==> config.mk <==
export PLATFORM = sky130hd
export DESIGN_NAME = mem_axi_lsu_flat
export DESIGN_NICKNAME = d
export VERILOG_FILES = /design/src/rtl/mem_axi_lsu_if.sv /design/src/rtl/mem_axi_lsu.sv /design/src/flat_wrapper.sv
export SDC_FILE = /design/constraint.sdc
export NUM_CORES = 1
export LEC_CHECK = 0
export ABC_AREA = 0
export CAP_MARGIN = 20
export CORE_MARGIN = 2
export CORE_UTILIZATION = 60
export DETAILED_ROUTE_END_ITERATION = 12
export DONT_BUFFER_PORTS = 1
export GPL_TIMING_DRIVEN = 1
export PLACE_DENSITY = 0.76
export SYNTH_ARGS = -nofsm -noshare
export SYNTH_HDL_FRONTEND = slang
export SYNTH_SLANG_ARGS = --single-unit
==> constraint.sdc <==
create_clock -name ACLK -period 7.34 [get_ports ACLK]
set_input_delay 1.468 -clock ACLK [delete_from_list [all_inputs] [get_ports ACLK]]
set_output_delay 1.468 -clock ACLK [all_outputs]
set_load 0.02 [all_outputs]
==> src/rtl/mem_axi_lsu_if.sv <==
// AXI4-Lite data-bus bundle between the MEM-stage load/store unit (master) and memory (slave).
interface mem_axi_lsu_if #(
    parameter int unsigned ADDR_W = 32
);
    logic [ADDR_W-1:0] M_AWADDR;
    logic              M_AWVALID;
    logic              M_AWREADY;
    logic [31:0]       M_WDATA;
    logic [3:0]        M_WSTRB;
    logic              M_WVALID;
    logic              M_WREADY;
    logic [1:0]        M_BRESP;
    logic              M_BVALID;
    logic              M_BREADY;
    logic [ADDR_W-1:0] M_ARADDR;
    logic              M_ARVALID;
    logic              M_ARREADY;
    logic [31:0]       M_RDATA;
    logic [1:0]        M_RRESP;
    logic              M_RVALID;
    logic              M_RREADY;

    modport master (
        output M_AWADDR, M_AWVALID, M_WDATA, M_WSTRB, M_WVALID, M_BREADY,
               M_ARADDR, M_ARVALID, M_RREADY,
        input  M_AWREADY, M_WREADY, M_BRESP, M_BVALID, M_ARREADY,
               M_RDATA, M_RRESP, M_RVALID
    );

    modport slave (
        input  M_AWADDR, M_AWVALID, M_WDATA, M_WSTRB, M_WVALID, M_BREADY,
               M_ARADDR, M_ARVALID, M_RREADY,
        output M_AWREADY, M_WREADY, M_BRESP, M_BVALID, M_ARREADY,
               M_RDATA, M_RRESP, M_RVALID
    );
endinterface

==> src/rtl/mem_axi_lsu.sv <==
// MEM-stage load/store unit: one AXI4-Lite read or write per request, pipeline stall while in flight.
// Optional MISALIGN_CHECK_EN: misaligned half/word accesses fault without touching the bus.
module mem_axi_lsu #(
    parameter int unsigned ADDR_W = 32
) (
    input  logic              ACLK,
    input  logic              ARESET,
    input  logic              req_valid,
    input  logic              req_we,
    input  logic [1:0]        req_size,
    input  logic              req_unsigned,
    input  logic [ADDR_W-1:0] req_addr,
    input  logic [31:0]       req_wdata,
    output logic              stall_req,
    output logic              rsp_valid,
    output logic [31:0]       rsp_rdata,
    output logic              fault,
    mem_axi_lsu_if.master     m_axi
);
    typedef enum logic [2:0] {IDLE, RD_ADDR, RD_DATA, WR_REQ, WR_RESP, DONE} state_t;

    state_t            r_state, w_next;
    logic [ADDR_W-1:0] r_addr;
    logic [1:0]        r_size;
    logic              r_unsigned;
    logic [31:0]       r_wdata;
    logic [3:0]        r_wstrb;
    logic [31:0]       r_rdata;
    logic              r_aw_done, r_w_done;
    logic              w_capture, w_misalign, w_aw_hs, w_w_hs, w_wr_both;
    logic [1:0]        w_ld_off;
    logic [31:0]       w_ld_shift, w_ld_data, w_st_data;
    logic [3:0]        w_st_strb;
    logic              w_unused_resp;

    // Byte offset actually honoured: half ignores addr[0], word ignores addr[1:0].
    function automatic logic [1:0] f_offset(input logic [1:0] size, input logic [1:0] lo);
        case (size)
            2'b00:   return lo;
            2'b01:   return {lo[1], 1'b0};
            default: return 2'b00;
        endcase
    endfunction

    assign w_capture     = (r_state == IDLE) && req_valid;
    assign w_aw_hs       = m_axi.M_AWVALID && m_axi.M_AWREADY;
    assign w_w_hs        = m_axi.M_WVALID && m_axi.M_WREADY;
    assign w_wr_both     = (r_aw_done || w_aw_hs) && (r_w_done || w_w_hs);
    assign w_unused_resp = ^{m_axi.M_RRESP, m_axi.M_BRESP};

`ifdef MISALIGN_CHECK_EN
    logic r_fault;
    assign w_misalign = ((req_size == 2'b01) && req_addr[0]) ||
                        (req_size[1] && (req_addr[1:0] != 2'b00));
    // Fault is visible only in the DONE cycle that follows the rejected request.
    always_ff @(posedge ACLK or posedge ARESET) begin
        if (ARESET) r_fault <= 1'b0;
        else        r_fault <= w_capture && w_misalign;
    end
    assign fault = r_fault;
`else
    assign w_misalign = 1'b0;
    assign fault      = 1'b0;
`endif

    // Store lane placement, computed from the live request so it can be latched.
    always_comb begin
        case (req_size)
            2'b00: begin
                w_st_strb = 4'b0001 << req_addr[1:0];
                w_st_data = {4{req_wdata[7:0]}};
            end
            2'b01: begin
                w_st_strb = 4'b0011 << {req_addr[1], 1'b0};
                w_st_data = {2{req_wdata[15:0]}};
            end
            default: begin
                w_st_strb = 4'hF;
                w_st_data = req_wdata;
            end
        endcase
    end

    // Load alignment and extension from the latched request.
    always_comb begin
        w_ld_off   = f_offset(r_size, r_addr[1:0]);
        w_ld_shift = m_axi.M_RDATA >> {w_ld_off, 3'b000};
        case (r_size)
            2'b00:   w_ld_data = r_unsigned ? {24'h0, w_ld_shift[7:0]}
                                            : {{24{w_ld_shift[7]}}, w_ld_shift[7:0]};
            2'b01:   w_ld_data = r_unsigned ? {16'h0, w_ld_shift[15:0]}
                                            : {{16{w_ld_shift[15]}}, w_ld_shift[15:0]};
            default: w_ld_data = w_ld_shift;
        endcase
    end

    always_ff @(posedge ACLK or posedge ARESET) begin
        if (ARESET) r_state <= IDLE;
        else        r_state <= w_next;
    end

    always_comb begin
        w_next    = r_state;
        stall_req = 1'b0;
        rsp_valid = 1'b0;
        case (r_state)
            IDLE: begin
                stall_req = req_valid && !ARESET;
                if (req_valid) begin
                    if (w_misalign)  w_next = DONE;
                    else if (req_we) w_next = WR_REQ;
                    else             w_next = RD_ADDR;
                end
            end
            RD_ADDR: begin
                stall_req = 1'b1;
                if (m_axi.M_ARREADY) w_next = RD_DATA;
            end
            RD_DATA: begin
                stall_req = 1'b1;
                if (m_axi.M_RVALID) w_next = DONE;
            end
            WR_REQ: begin
                stall_req = 1'b1;
                if (w_wr_both) w_next = WR_RESP;
            end
            WR_RESP: begin
                stall_req = 1'b1;
                if (m_axi.M_BVALID) w_next = DONE;
            end
            DONE: begin
                rsp_valid = 1'b1;
                w_next    = IDLE;
            end
            default: w_next = IDLE;
        endcase
    end

    // Request latch, AW/W completion flags and the held response word.
    always_ff @(posedge ACLK or posedge ARESET) begin
        if (ARESET) begin
            r_addr     <= '0;
            r_size     <= 2'b00;
            r_unsigned <= 1'b0;
            r_wdata    <= 32'h0;
            r_wstrb    <= 4'h0;
            r_rdata    <= 32'h0;
            r_aw_done  <= 1'b0;
            r_w_done   <= 1'b0;
        end else begin
            if (w_capture) begin
                r_addr     <= req_addr;
                r_size     <= req_size;
                r_unsigned <= req_unsigned;
                r_wdata    <= w_st_data;
                r_wstrb    <= w_st_strb;
            end
            r_aw_done <= (r_state == WR_REQ) && (r_aw_done || w_aw_hs);
            r_w_done  <= (r_state == WR_REQ) && (r_w_done || w_w_hs);
            if ((r_state == RD_DATA) && m_axi.M_RVALID)
                r_rdata <= w_ld_data;
            else if ((r_state == WR_RESP) && m_axi.M_BVALID)
                r_rdata <= 32'h0;
            else if (w_capture && w_misalign)
                r_rdata <= 32'h0;
        end
    end

    assign rsp_rdata       = r_rdata;
    assign m_axi.M_ARADDR  = {r_addr[ADDR_W-1:2], 2'b00};
    assign m_axi.M_AWADDR  = {r_addr[ADDR_W-1:2], 2'b00};
    assign m_axi.M_WDATA   = r_wdata;
    assign m_axi.M_WSTRB   = r_wstrb;
    assign m_axi.M_ARVALID = (r_state == RD_ADDR);
    assign m_axi.M_RREADY  = (r_state == RD_DATA);
    assign m_axi.M_AWVALID = (r_state == WR_REQ) && !r_aw_done;
    assign m_axi.M_WVALID  = (r_state == WR_REQ) && !r_w_done;
    assign m_axi.M_BREADY  = (r_state == WR_RESP);
endmodule

==> src/flat_wrapper.sv <==
// flat-port wrapper written by rule: the top's interface ports become plain ports
module mem_axi_lsu_flat 
#(
    parameter int unsigned ADDR_W = 32
)
  (ACLK, ARESET, req_valid, req_we, req_size, req_unsigned, req_addr, req_wdata, stall_req, rsp_valid, rsp_rdata, fault, m_axi_M_AWADDR, m_axi_M_AWVALID, m_axi_M_WDATA, m_axi_M_WSTRB, m_axi_M_WVALID, m_axi_M_BREADY, m_axi_M_ARADDR, m_axi_M_ARVALID, m_axi_M_RREADY, m_axi_M_AWREADY, m_axi_M_WREADY, m_axi_M_BRESP, m_axi_M_BVALID, m_axi_M_ARREADY, m_axi_M_RDATA, m_axi_M_RRESP, m_axi_M_RVALID);
  mem_axi_lsu_if #(.ADDR_W(ADDR_W)) m_axi_i ();
  input  logic ACLK;
  input  logic ARESET;
  input  logic req_valid;
  input  logic req_we;
  input  logic [1:0] req_size;
  input  logic req_unsigned;
  input  logic [ADDR_W-1:0] req_addr;
  input  logic [31:0] req_wdata;
  output logic stall_req;
  output logic rsp_valid;
  output logic [31:0] rsp_rdata;
  output logic fault;
  output wire logic [$bits(m_axi_i.M_AWADDR)-1:0] m_axi_M_AWADDR;
  output wire logic [$bits(m_axi_i.M_AWVALID)-1:0] m_axi_M_AWVALID;
  output wire logic [$bits(m_axi_i.M_WDATA)-1:0] m_axi_M_WDATA;
  output wire logic [$bits(m_axi_i.M_WSTRB)-1:0] m_axi_M_WSTRB;
  output wire logic [$bits(m_axi_i.M_WVALID)-1:0] m_axi_M_WVALID;
  output wire logic [$bits(m_axi_i.M_BREADY)-1:0] m_axi_M_BREADY;
  output wire logic [$bits(m_axi_i.M_ARADDR)-1:0] m_axi_M_ARADDR;
  output wire logic [$bits(m_axi_i.M_ARVALID)-1:0] m_axi_M_ARVALID;
  output wire logic [$bits(m_axi_i.M_RREADY)-1:0] m_axi_M_RREADY;
  input wire logic [$bits(m_axi_i.M_AWREADY)-1:0] m_axi_M_AWREADY;
  input wire logic [$bits(m_axi_i.M_WREADY)-1:0] m_axi_M_WREADY;
  input wire logic [$bits(m_axi_i.M_BRESP)-1:0] m_axi_M_BRESP;
  input wire logic [$bits(m_axi_i.M_BVALID)-1:0] m_axi_M_BVALID;
  input wire logic [$bits(m_axi_i.M_ARREADY)-1:0] m_axi_M_ARREADY;
  input wire logic [$bits(m_axi_i.M_RDATA)-1:0] m_axi_M_RDATA;
  input wire logic [$bits(m_axi_i.M_RRESP)-1:0] m_axi_M_RRESP;
  input wire logic [$bits(m_axi_i.M_RVALID)-1:0] m_axi_M_RVALID;
  assign m_axi_M_AWADDR = m_axi_i.M_AWADDR;
  assign m_axi_M_AWVALID = m_axi_i.M_AWVALID;
  assign m_axi_M_WDATA = m_axi_i.M_WDATA;
  assign m_axi_M_WSTRB = m_axi_i.M_WSTRB;
  assign m_axi_M_WVALID = m_axi_i.M_WVALID;
  assign m_axi_M_BREADY = m_axi_i.M_BREADY;
  assign m_axi_M_ARADDR = m_axi_i.M_ARADDR;
  assign m_axi_M_ARVALID = m_axi_i.M_ARVALID;
  assign m_axi_M_RREADY = m_axi_i.M_RREADY;
  assign m_axi_i.M_AWREADY = m_axi_M_AWREADY;
  assign m_axi_i.M_WREADY = m_axi_M_WREADY;
  assign m_axi_i.M_BRESP = m_axi_M_BRESP;
  assign m_axi_i.M_BVALID = m_axi_M_BVALID;
  assign m_axi_i.M_ARREADY = m_axi_M_ARREADY;
  assign m_axi_i.M_RDATA = m_axi_M_RDATA;
  assign m_axi_i.M_RRESP = m_axi_M_RRESP;
  assign m_axi_i.M_RVALID = m_axi_M_RVALID;
  mem_axi_lsu #(.ADDR_W(ADDR_W)) u_core (.ACLK(ACLK), .ARESET(ARESET), .req_valid(req_valid), .req_we(req_we), .req_size(req_size), .req_unsigned(req_unsigned), .req_addr(req_addr), .req_wdata(req_wdata), .stall_req(stall_req), .rsp_valid(rsp_valid), .rsp_rdata(rsp_rdata), .fault(fault), .m_axi(m_axi_i));
endmodule
==> results of run 1 <==
-- layout by cell type, fill, tap and decap left out, types with 4 or more instances in the layout --
cell type	netlist	final
nor2_1	22	22
conb_1	1	5
a32o_1	7	7
a22oi_1	10	10
clkbuf_8	0	9
inv_1	5	4
nand2b_1	5	5
nand3_1	8	8
mux2_2	7	7
o21ai_0	35	35
buf_4	65	4
dfrtp_1	108	108
o21ai_1	4	4
nand2_1	180	180
a21oi_1	21	21
a221o_1	16	16
mux2i_1	29	29
-- cell families (layout without fill, tap and decap cells) --
family | count (synthesis) | after routing | synth area share (%)
AOI/OAI and AO/OA | 106 | 106 | 13.1
muxes | 37 | 37 | 7.11
DFF | 108 | 108 | 50.0
other | 1 | 5 | 0.0694
and+or+nand+nor | 231 | 231 | 17.6
buffers and inverters | 105 | 27 | 12.1
-- critical path, delay by kind of cell --
kind,cells,cell delay (ns)
buffers and inverters,1,0.42
AOI/OAI and AO/OA,1,0.14
muxes,1,0.45
-- state kept, by name, indices dropped and copies added (netlist names) --
register              cells
u_core.r_w_done           1
u_core.rsp_rdata         32
u_core.r_state            3
u_core.r_aw_done          1
u_core.m_axi.M_WDATA     32
u_core.r_unsigned         1
u_core.r_size             2
u_core.r_addr            32
u_core.m_axi.M_WSTRB      4
-- layer usage --
layer	part of all wire [%]	wire, microns	vias to the layer above
met4	2.6	318	0
met3	11	1310	26
met5	0	0	-
met1	38	4650	1757
li1	-	-	1740
met2	48	5860	215
-- final cells by class --
type / count / share of cell area, %
timing repair buffer: 6 / 0.946
clock inverter: 6 / 0.946
clock buffer: 10 / 2.47
tap: 108 / 2.62
inverter: 5 / 0.412
multi-input combinational: 379 / 40.2
sequential: 108 / 52.4
-- through the flow --
stage | instances | cell area, sq um | utilization, %
floorplan | 592 | 5420 | -
global placement | 604 | 4960 | 56.9
detailed placement | 605 | 4970 | 57.0
CTS | 621 | 5150 | 59.1
global route | 622 | 5160 | 59.1
finish | 622 | 5160 | 59.1
-- worst max-delay path by stage --
| stage | start | to | depth (start not counted) |
|---|---|---|---|
| 2_1_floorplan | ARESET | stall_req | 3 |
| 3_3_place_gp | ARESET | stall_req | 3 |
| 3_5_place_dp | ARESET | stall_req | 3 |
| 4_1_cts | ARESET | stall_req | 3 |
| 5_1_grt | ARESET | stall_req | 3 |
| 6_report | ARESET | stall_req | 3 |
-- power by group through the flow --
stage	clock (uW)	sequential (uW)	combinational, uW
detailed placement	0	1520	677
global route	360	1540	779
CTS	339	1510	676
finish	333	1500	672
global placement	0	1510	638
floorplan	0	1220	1010
==> results.py, run 1 <==
metrics = {
    "yosys": {
        "synthTopCellsByArea": "dfrtp_1, nand2_1, buf_4, mux2i_1, o21ai_0",
        "syn_inst": 588,
        "synthMostInstantiatedCell": "nand2_1",
        "syn_area_per_cell_sq_um": 9.18,
        "synth_cell_type_count": 41,
        "synth_top_area_cell": "dfrtp_1",
        "async_reset_ff_share_pct": 100,
        "seq_area_frac_synth_pct": 50.0,
        "syn-cell-area_sq_um": 5400,
        "synth-seq-cells": 108,
        "netlist_top_cells_count": "nand2_1, dfrtp_1, buf_4",
        "synth_top_area_share_pct": 50.0,
        "synth_warnings": 0,
        "synth_edf_count": 0,
        "yosys_most_used_dff": "dfrtp_1",
    },
    "cts": {
        "post_cts_resized": 0,
        "htreeDepth": 3,
        "cts-buffers-inserted": 9,
        "clk_transition_reported_paths_ns": 0.10,
        "clock_sinks": 108,
        "cts_hold_buf": 0,
        "cts_tree": "done",
        "clk_latency_ns": 0.36,
        "cts.path.max_buffers": 2,
        "cts_setup_buffers": 0,
        "root_buffer": "clkbuf_8",
    },
    "sta": {
        "setup_ws_ns": 3.39,
        "whs_ns": 0.492,
        "relSlewSlack_pct": 25.5,
        "worst_pin_slew_ns": 1.11,
        "finalMaxSlewViolations": 0,
        "post-route-period-util_pct": 53.9,
        "setup_viol": 0,
        "fmax_ghz": 0.253,
        "rsz0062_at_grt": "false",
        "fin_skew_ns": 0.0137,
        "tns_ns": 0,
        "hold_violations": 0,
        "min_period_ns": 3.95,
    },
    "power": {
        "p_sw_share_pct": 49.8,
        "ir_drop_mv": 0.231,
        "p_seq_share_pct": 59.9,
        "powerDensity_nw_per_um2": 486,
        "comb_power_share_pct": 26.8,
        "net-switching-power_uw": 1250,
        "internal-power_uw": 1260,
        "leakagePower_uw": 0.00250,
        "power_uw": 2510,
        "p_clk_share_pct": 13.3,
    },
    "floorplan": {
        "initial_core_util_pct": 61.9,
        "coreArea_sq_um": 8720,
        "die_y_microns": 98.9,
        "dieArea_sq_um": 9780,
        "fp-row-count": 34,
        "ios": 252,
        "die_w_microns": 98.9,
    },
    "global_route": {
        "grtUsageTotal_pct": 24.7,
        "grt-ovfl-total": 0,
        "grt_use_met1_pct": 30.6,
        "busiest_layer": "met2",
        "met3_usage_pct": 8.72,
        "grt_max_degree": 77,
        "grt_pass1_wl_microns": 19300,
        "met2_usage_pct": 39.6,
        "grt_pass1_vias": 3809,
        "antenna_found_initial": 0,
    },
    "hold_path": {
        "hold_path_class": "flop to flop",
        "min_to": "u_core.r_unsigned$_DFFE_PP0P_",
        "hp-start": "u_core.r_unsigned$_DFFE_PP0P_",
        "hold_path_depth": 2,
    },
    "cells_and_area": {
        "drive_gt1_share_pct": 7.20,
        "seq_area_sq_um": 2700,
        "fillers": 757,
        "multi_input_area_sq_um": 2070,
        "area_growth_pct": -4.49,
        "num-nets-final": 621,
        "diodes": 0,
    },
    "flow_run": {
        "maxCapViolCount": 0,
    },
    "setup_path": {
        "worstPathRequired_ns": 5.87,
        "regToRegSetupSlack_ns": 4.80,
        "cp.arrival_ns": 2.49,
        "reg2reg_depth": 4,
        "crit_slowest_cell": "mux2i_1",
        "rr_startpoint": "u_core.r_addr[1]$_DFFE_PP0P_",
        "path_class": "input pin to primary output",
        "crit_path_end_kind": "primary output",
        "crit_fanout": 51,
        "startpoint_type": "input pin",
        "slowest_delay_ns": 0.45,
        "crit_chain": "inv_4 > a21oi_1 > mux2i_1",
        "r2r_end": "u_core.rsp_rdata[31]$_DFFE_PP0P_",
    },
    "routing": {
        "drc_errors": 0,
        "wirelength_microns": 12100,
        "vias": 3738,
        "dr.pass1.iters": 5,
        "vias_per_cell": 6.01,
        "ant_nets": 0,
        "drt_iter0_markers": 191,
        "wl_per_cell_microns": 19.5,
    },
    "placement": {
        "port_buffers": 0,
        "dpl.hpwl_microns": 8700,
        "dp_slack_ns": 3.33,
        "place.gp.congestion": 0.879,
    },
    "status": {
        "status": "completed",
    },
}
Power figures use the tool's default switching activity.
==> run 2, diff against run 1 <==
==> constraint.sdc (replaced) <==
create_clock -name ACLK -period 3.8 [get_ports ACLK]
set_input_delay 0.76 -clock ACLK [delete_from_list [all_inputs] [get_ports ACLK]]
set_output_delay 0.76 -clock ACLK [all_outputs]
set_load 0.02 [all_outputs]
==> run 2 against run 1 <==
Cell area rose by 0.65%. First-iteration DRC count down 9.9%. Critical endpoint unchanged. Highest routed layer unchanged. Power up 95%.
==> results.py, run 2 (same netlist as run 1, synthesis figures left out) <==
metrics = {
    "sta": {
        "setup_ws_ns": 1.39,
        "worst_pin_slew_ns": 0.949,
        "min_period_ns": 2.41,
        "finalMaxSlewViolations": 0,
        "hold_violations": 0,
        "fmax_ghz": 0.415,
        "tns_ns": 0,
        "rsz0062_at_grt": "false",
        "fin_skew_ns": 0.0145,
        "setup_viol": 0,
        "post-route-period-util_pct": 63.4,
        "relSlewSlack_pct": 36.7,
    },
    "cts": {
        "cts_hold_buf": 0,
        "cts-buffers-inserted": 9,
        "cts_setup_buffers": 0,
        "post_cts_resized": 0,
        "clk_latency_ns": 0.37,
        "htreeDepth": 3,
        "root_buffer": "clkbuf_8",
        "cts_tree": "done",
        "clk_transition_reported_paths_ns": 0.11,
        "cts.path.max_buffers": 2,
        "clock_sinks": 108,
    },
    "global_route": {
        "grt-ovfl-total": 0,
        "grt_use_met1_pct": 29.9,
        "grt_max_degree": 77,
        "met2_usage_pct": 41.3,
        "grtUsageTotal_pct": 24.8,
        "antenna_found_initial": 0,
        "grt_pass1_wl_microns": 19300,
        "met3_usage_pct": 8.72,
        "busiest_layer": "met2",
        "grt_pass1_vias": 3759,
    },
    "cells_and_area": {
        "diodes": 0,
        "final_core_util_pct": 59.5,
        "final_cell_mix": "nand2_1, dfrtp_1, o21ai_0",
        "area_growth_pct": -3.87,
        "fillers": 755,
        "num-nets-final": 624,
        "final_common_cell": "nand2_1",
        "drive_gt1_share_pct": 7.93,
    },
    "power": {
        "net-switching-power_uw": 2450,
        "comb_power_share_pct": 26.7,
        "powerDensity_nw_per_um2": 943,
        "p_sw_share_pct": 50.0,
        "leakagePower_uw": 0.00252,
        "ir_drop_mv": 0.502,
        "p_seq_share_pct": 59.4,
        "internal-power_uw": 2450,
        "p_clk_share_pct": 13.9,
    },
    "flow_run": {
        "maxCapViolCount": 0,
    },
    "routing": {
        "vias_per_cell": 5.99,
        "ant_nets": 0,
        "wirelength_microns": 12300,
        "drt_iter0_markers": 172,
        "vias": 3743,
        "dr.pass1.iters": 4,
        "drc_errors": 0,
        "wl_per_cell_microns": 19.7,
    },
    "status": {
        "status": "completed",
    },
    "floorplan": {
        "initial_core_util_pct": 61.9,
        "dieArea_sq_um": 9780,
        "fp-row-count": 34,
        "die_w_microns": 98.9,
        "ios": 252,
        "die_y_microns": 98.9,
        "coreArea_sq_um": 8720,
    },
    "setup_path": {
        "crit_slowest_cell": "dfrtp_1",
        "worstPathRequired_ns": 3.04,
        "regToRegSetupSlack_ns": 1.43,
        "crit_chain": "nor2_1 > mux2i_1",
        "worst-path-buf-inv": 0,
        "crit_family": "flip-flops",
        "rr_startpoint": "u_core.r_state[2]$_DFFE_PP0P_",
        "path_class": "flop to primary output",
        "cp.arrival_ns": 1.65,
        "startpoint_type": "flop",
        "crit_fanout": 15,
        "reg2reg_depth": 5,
        "slowest_delay_ns": 0.56,
        "crit_path_end_kind": "primary output",
        "r2r_end": "u_core.m_axi.M_WDATA[18]$_DFFE_PP0P_",
    },
    "placement": {
        "dp_slack_ns": 1.34,
        "dpl.hpwl_microns": 8870,
        "place.gp.congestion": 0.867,
        "port_buffers": 0,
    },
    "hold_path": {
        "hold_path_class": "input pin to asynchronous set/reset pin",
    },
}
-- run 2: power groups by stage --
| stage | Sequential, uW | Clock [uW] | Combinational (uW) |
|---|---|---|---|
| floorplan | 2360 | 0 | 1950 |
| global placement | 2920 | 0 | 1250 |
| detailed placement | 2930 | 0 | 1320 |
| CTS | 2910 | 699 | 1320 |
| global route | 2990 | 734 | 1520 |
| finish | 2910 | 678 | 1310 |
-- run 2: worst reg2reg max path, stage by stage, from the launching register on --
cell and delay (ns):
dfrtp_1 0.54, nand2b_1 0.27, or3_2 0.84, buf_4 0.42, nand2_1 0.12, o21ai_0 0.08
-- run 2: through the flow --
step	hold slack, ns	cell area (sq um)	total power, uW	cells
after detailed placement	0.468	5000	4250	609
after global placement	0.470	5000	4160	609
after global routing	0.426	5190	5240	625
final	0.395	5190	4890	625
after floorplan	0.447	5420	4300	592
after CTS	0.401	5190	4930	625
-- run 2: cell type report --
type	instances	area [sq um]	area share [%]
clock inverter	7	66.3	1.28
multi-input combinational	379	2070	39.9
inverter	5	22.5	0.434
clock buffer	9	124	2.39
tap	108	135	2.60
sequential	108	2700	52.1
timing repair buffer	9	67.6	1.30
-- run 2: how the worst max path moves through the flow --
stage / startpoint / end / slack (ns) / cells after the start
after detailed placement: req_valid / u_core.m_axi.M_WDATA[17]$_DFFE_PP0P_ / 1.34 / 5
after global placement: req_valid / u_core.m_axi.M_WDATA[11]$_DFFE_PP0P_ / 1.41 / 5
after CTS: u_core.r_state[0]$_DFFE_PP0P_ / m_axi_M_WVALID / 1.35 / 2
final: u_core.r_state[0]$_DFFE_PP0P_ / stall_req / 1.39 / 2
after global routing: u_core.r_state[2]$_DFFE_PP0P_ / u_core.m_axi.M_WDATA[29]$_DFFE_PP0P_ / 1.17 / 4
after floorplan: ARESET / stall_req / 0.19 / 3
-- run 2: per-layer routing --
| metal | up-vias | wire length [microns] |
|---|---|---|
| li1 | 1752 | - |
| met1 | 1752 | 4760 |
| met2 | 214 | 5910 |
| met3 | 25 | 1350 |
| met4 | 0 | 295 |
| met5 | - | 0 |
==> edit 1: new RTL, flow settings as in run 2 <==
Build with the macro `MISALIGN_CHECK_EN` defined.
--- a/src/rtl/mem_axi_lsu.sv
+++ b/src/rtl/mem_axi_lsu.sv
@@ -1,5 +1,7 @@
 // MEM-stage load/store unit: one AXI4-Lite read or write per request, pipeline stall while in flight.
 // Optional MISALIGN_CHECK_EN: misaligned half/word accesses fault without touching the bus.
+`define MISALIGN_CHECK_EN
+
 module mem_axi_lsu #(
     parameter int unsigned ADDR_W = 32
 ) (
Function: changed (Yosys sat finds a counterexample within 4 cycles, from zero or initial values and one cycle with ARESET high).
==> edit 1 against run 2 <==
Die area rose by 6.3%; count of clock-buffer cells in the layout did not move; synthesized area rose by 6.6%; design area rose by 5.8%; total power rose by 2.2%; worst hold slack improved by 0.019 ns; first-iteration DRC count rose by 43%; sequential cell count rose by 1; worst setup slack got worse by 0.21 ns; maximum frequency fell by 8.1%; routed wire length rose by 7.2%; largest cell class unchanged.
==> edit 1: results (changes against run 2) <==
- Final Skew: 0.01597 ns (+0.001451 ns)
- Storage cell area: 2728 sq um (+0.93%)
- Crit path kind: register to register
- Status: completed
- FF-to-FF Start: u_core.r_size[1]
- Register area share after synthesis: 0.4739 (-0.02655)
- Post-synthesis compound-gate area fraction: 0.1428 (+0.01215)
- Max FO, Critical Path: 26 (+11)
- Met3 GRT Util: 0.08276 (-0.004471)
- WHS: 0.4144 ns (+0.01898 ns)
- Initial DRC count: 246 (+43%)
- Inst Count DP: 658 (+8.0%)
- Area contributors post-synth: dfrtp_1, nand2_1, buf_4
- Total Nets Final: 652 (+4.5%)
- Slew headroom: 0.3558 (-0.01155)
- Pre-CTS setup slack: 1.203 ns (-0.1336 ns)
- Multi-input gate area: 2292 sq um (+11%)
- Non-clk bufs: 7 (-2)
- Syn Inst Count: 628 (+6.8%)
- Met3 wire length: 1317 um (-2.2%)
- Most frequent cells after synthesis: nand2_1, dfrtp_1, buf_4
- Dpl cell area: 5320 sq um (+6.4%)
- Share of layout cells above drive strength 1: 0.07537 (-0.003936)
- Vias: 3998 (+6.8%)
- Vias per cell: 5.941 (-0.81%)
- Wire length on met2: 6385 um (+8.0%)
- NonClk Buf Share: 0.009567 (-0.003448)
- Worst EP arrival: 2.87 ns (+1.22 ns)
- Worst Reg-to-Reg Cells: 3 (-2)
- First-pass GRT wire length: 20530 um (+6.3%)
## edit 1: cell families (layout without fill, tap and decap cells)
family | count (synthesis) | after routing
buffers and inverters | 131 | 44
other | 1 | 4
and+or+nand+nor | 214 | 214
DFF | 109 | 109
muxes | 44 | 44
AOI/OAI and AO/OA | 129 | 129
## edit 1: critical path, stage by stage, from the launching register on
cell and delay, ns:
dfrtp_1 0.85, nand2b_1 0.84, mux4_2 0.63, a22o_1 0.19
## edit 1: how the worst max path moves through the flow
stage / end / slack, ns / depth (start not counted)
2_1_floorplan: stall_req / 0.19 / 3
3_3_place_gp: u_core.rsp_rdata[1] / 1.25 / 3
3_5_place_dp: u_core.rsp_rdata[2] / 1.20 / 3
4_1_cts: m_axi_M_AWVALID / 1.18 / 3
5_1_grt: u_core.rsp_rdata[1] / 0.99 / 3
6_report: u_core.rsp_rdata[1] / 1.18 / 3
## edit 1: report_power, final
part,internal [mW],switching [mW]
Combinational,0.563,0.819
Sequential,1.66,1.30
Clock,0.243,0.409
==> edit 2: new RTL, config.mk and constraints of run 2 <==
Made on the original files. Encoding of `state_t`: now one-hot (6 bits for 6 states).
--- a/src/rtl/mem_axi_lsu.sv
+++ b/src/rtl/mem_axi_lsu.sv
@@ -17,7 +17,7 @@
     output logic              fault,
     mem_axi_lsu_if.master     m_axi
 );
-    typedef enum logic [2:0] {IDLE, RD_ADDR, RD_DATA, WR_REQ, WR_RESP, DONE} state_t;
+    typedef enum logic [5:0] {IDLE = 6'b000001, RD_ADDR = 6'b000010, RD_DATA = 6'b000100, WR_REQ = 6'b001000, WR_RESP = 6'b010000, DONE = 6'b100000} state_t;
 
     state_t            r_state, w_next;
     logic [ADDR_W-1:0] r_addr;
Function: same outputs for any inputs over 4 cycles, from zero or initial values and one cycle with ARESET high; so few cycles prove little.
==> edit 2 against run 2 <==
Combinational power is 5% lower; clock skew decreased by 0.0020 ns; synthesized area increased by 2.3%; sequential cell count rose by 3; design area increased by 1.8%; synthesized cell count shrank 19%; total power is 1.3% higher; maximum frequency shrank 18%; sequential power increased by 5%; routed wire length down 9.1%; worst setup slack worse by 0.55 ns; utilization decreased by 1.2 points; largest cell class unchanged; largest power group unchanged; highest routed layer unchanged.
==> edit 2: results (changes against run 2) <==
- Vias in the first global route: 3406 (-9.4%)
- GRT Total Usage: 0.2231 (-0.02532)
- Layout fillers: 762 (+0.93%)
- Vias: 3332 (-11%)
- Syn Area/Cell: 11.63 sq um (+27%)
- First-pass GRT wire length: 17440 um (-9.7%)
- Final Skew: 0.01257 ns (-0.001952 ns)
- Status: completed
- Register area share after synthesis: 0.5032 (+0.002708)
- Inst Count DP: 503 (-17%)
- Static Leak: 2.430 nW (-3.4%)
- Share of layout cells above drive strength 1: 0.2083 (+0.1290)
- Top delay family on crit path: simple AND/OR/NAND/NOR gates
- Worst path slowest cell: or4_4
- Initial DRC count: 144 (-16%)
- Final GP Congestion: 0.8555 (-1.3%)
- Distinct cells, synth: 49 (+20%)
- Max FO, Critical Path: 6 (-9)
- 1st-pass router iterations: 6 (+2)
- Pin slew with the least headroom to its limit: 1.004 ns (+0.05475 ns)
- Worst EP arrival: 2.20 ns (+0.55 ns)
- Largest net degree at the start of global routing: 103 (+34%)
- Most frequent cells after synthesis: dfrtp_1, buf_4, mux2_2
- Post-DP HPWL: 8094 um (-8.7%)
- Post-Layout Cell Count: 519 (-17%)
- Worst VDD drop: 0.4213 mV (-16%)
- Routed wire length: 11190 um (-9.1%)
==> edit 2: cell types whose count changed after synthesis, sizes merged, moves of 7 or more <==
| cell | run 2 | this run |
|---|---|---|
| o21ai | 39 | 31 |
| a211o | 0 | 8 |
| a211oi | 1 | 8 |
| mux2 | 8 | 43 |
| a22oi | 10 | 1 |
| clkbuf | 27 | 9 |
| a22o | 0 | 9 |
| nand3 | 8 | 1 |
| nand2 | 180 | 33 |
| a32o | 7 | 0 |
| buf | 73 | 84 |
| mux4 | 0 | 7 |
==> edit 2: worst paths after layout <==
check / start / to / slack, ns
min reg2reg: u_core.r_aw_done / u_core.r_aw_done / 0.54
max in group asynchronous: ARESET / u_core.r_addr[9] / 2.52
min: ARESET / u_core.r_state[2] / 0.43
max: u_core.r_state[1] / stall_req / 0.84
max reg2reg: u_core.r_state[1] / u_core.rsp_rdata[31] / 1.32
min in group ACLK: m_axi_M_ARREADY / u_core.r_state[1] / 0.47
==> edit 2: area by class of cell <==
cell class,instances,area [sq um],share of cell area
clock buffer,9,123.9,0.02344
sequential,111,2779,0.5258
tap,111,138.9,0.02628
multi-input combinational,269,2118,0.4008
timing repair buffer,6,45.04,0.008523
inverter,6,25.02,0.004735
clock inverter,7,55.05,0.01042
==> edit 2: per-layer routing <==
metal	routed length, um	global-route usage	vias to the layer above
li1	-	-	1490
met1	4248	0.2634	1637
met2	5700	0.3799	184
met3	1010	0.07242	21
met4	232	0.08746	0
met5	0	0	-
==> edit 2: worst reg2reg max path: cells and delay by family, from the launching register on <==
family,cells,cell delay [ns]
buffers and inverters,1,0.30
and+or+nand+nor,2,0.95
DFF,1,0.46
AOI/OAI and AO/OA,2,0.72
==> edit 2: logic make-up after synthesis <==
| family | count (synthesis) | share of synthesized area |
|---|---|---|
| DFF | 111 | 0.5032 |
| muxes | 83 | 0.1760 |
| buffers and inverters | 99 | 0.1183 |
| and+or+nand+nor | 84 | 0.07884 |
| AOI/OAI and AO/OA | 97 | 0.1230 |
| other | 1 | 0.0006790 |
==> edit 2: where the power goes <==
part / internal [mW] / total (mW) / switching (mW) / leakage [nW]
combinational: 0.672 / 1.24 / 0.567 / 0.936
clock: 0.247 / 0.656 / 0.409 / 0.0919
sequential: 1.72 / 3.06 / 1.34 / 1.40
total: 2.64 / 4.96 / 2.32 / 2.43
==> edit 2: per-stage QoR <==
step                      utilization  power [mW]  hold slack, ns  setup WS, ns
after floorplan                     -       4.510          0.4751        0.1110
after global placement         0.5633       4.259          0.4924         1.277
after detailed placement       0.5633       4.351          0.5168         1.244
after CTS                      0.5830       5.008          0.4439        0.8122
after global routing           0.5830       5.260          0.4584        0.7407
final                          0.5830       4.959          0.4302        0.8428
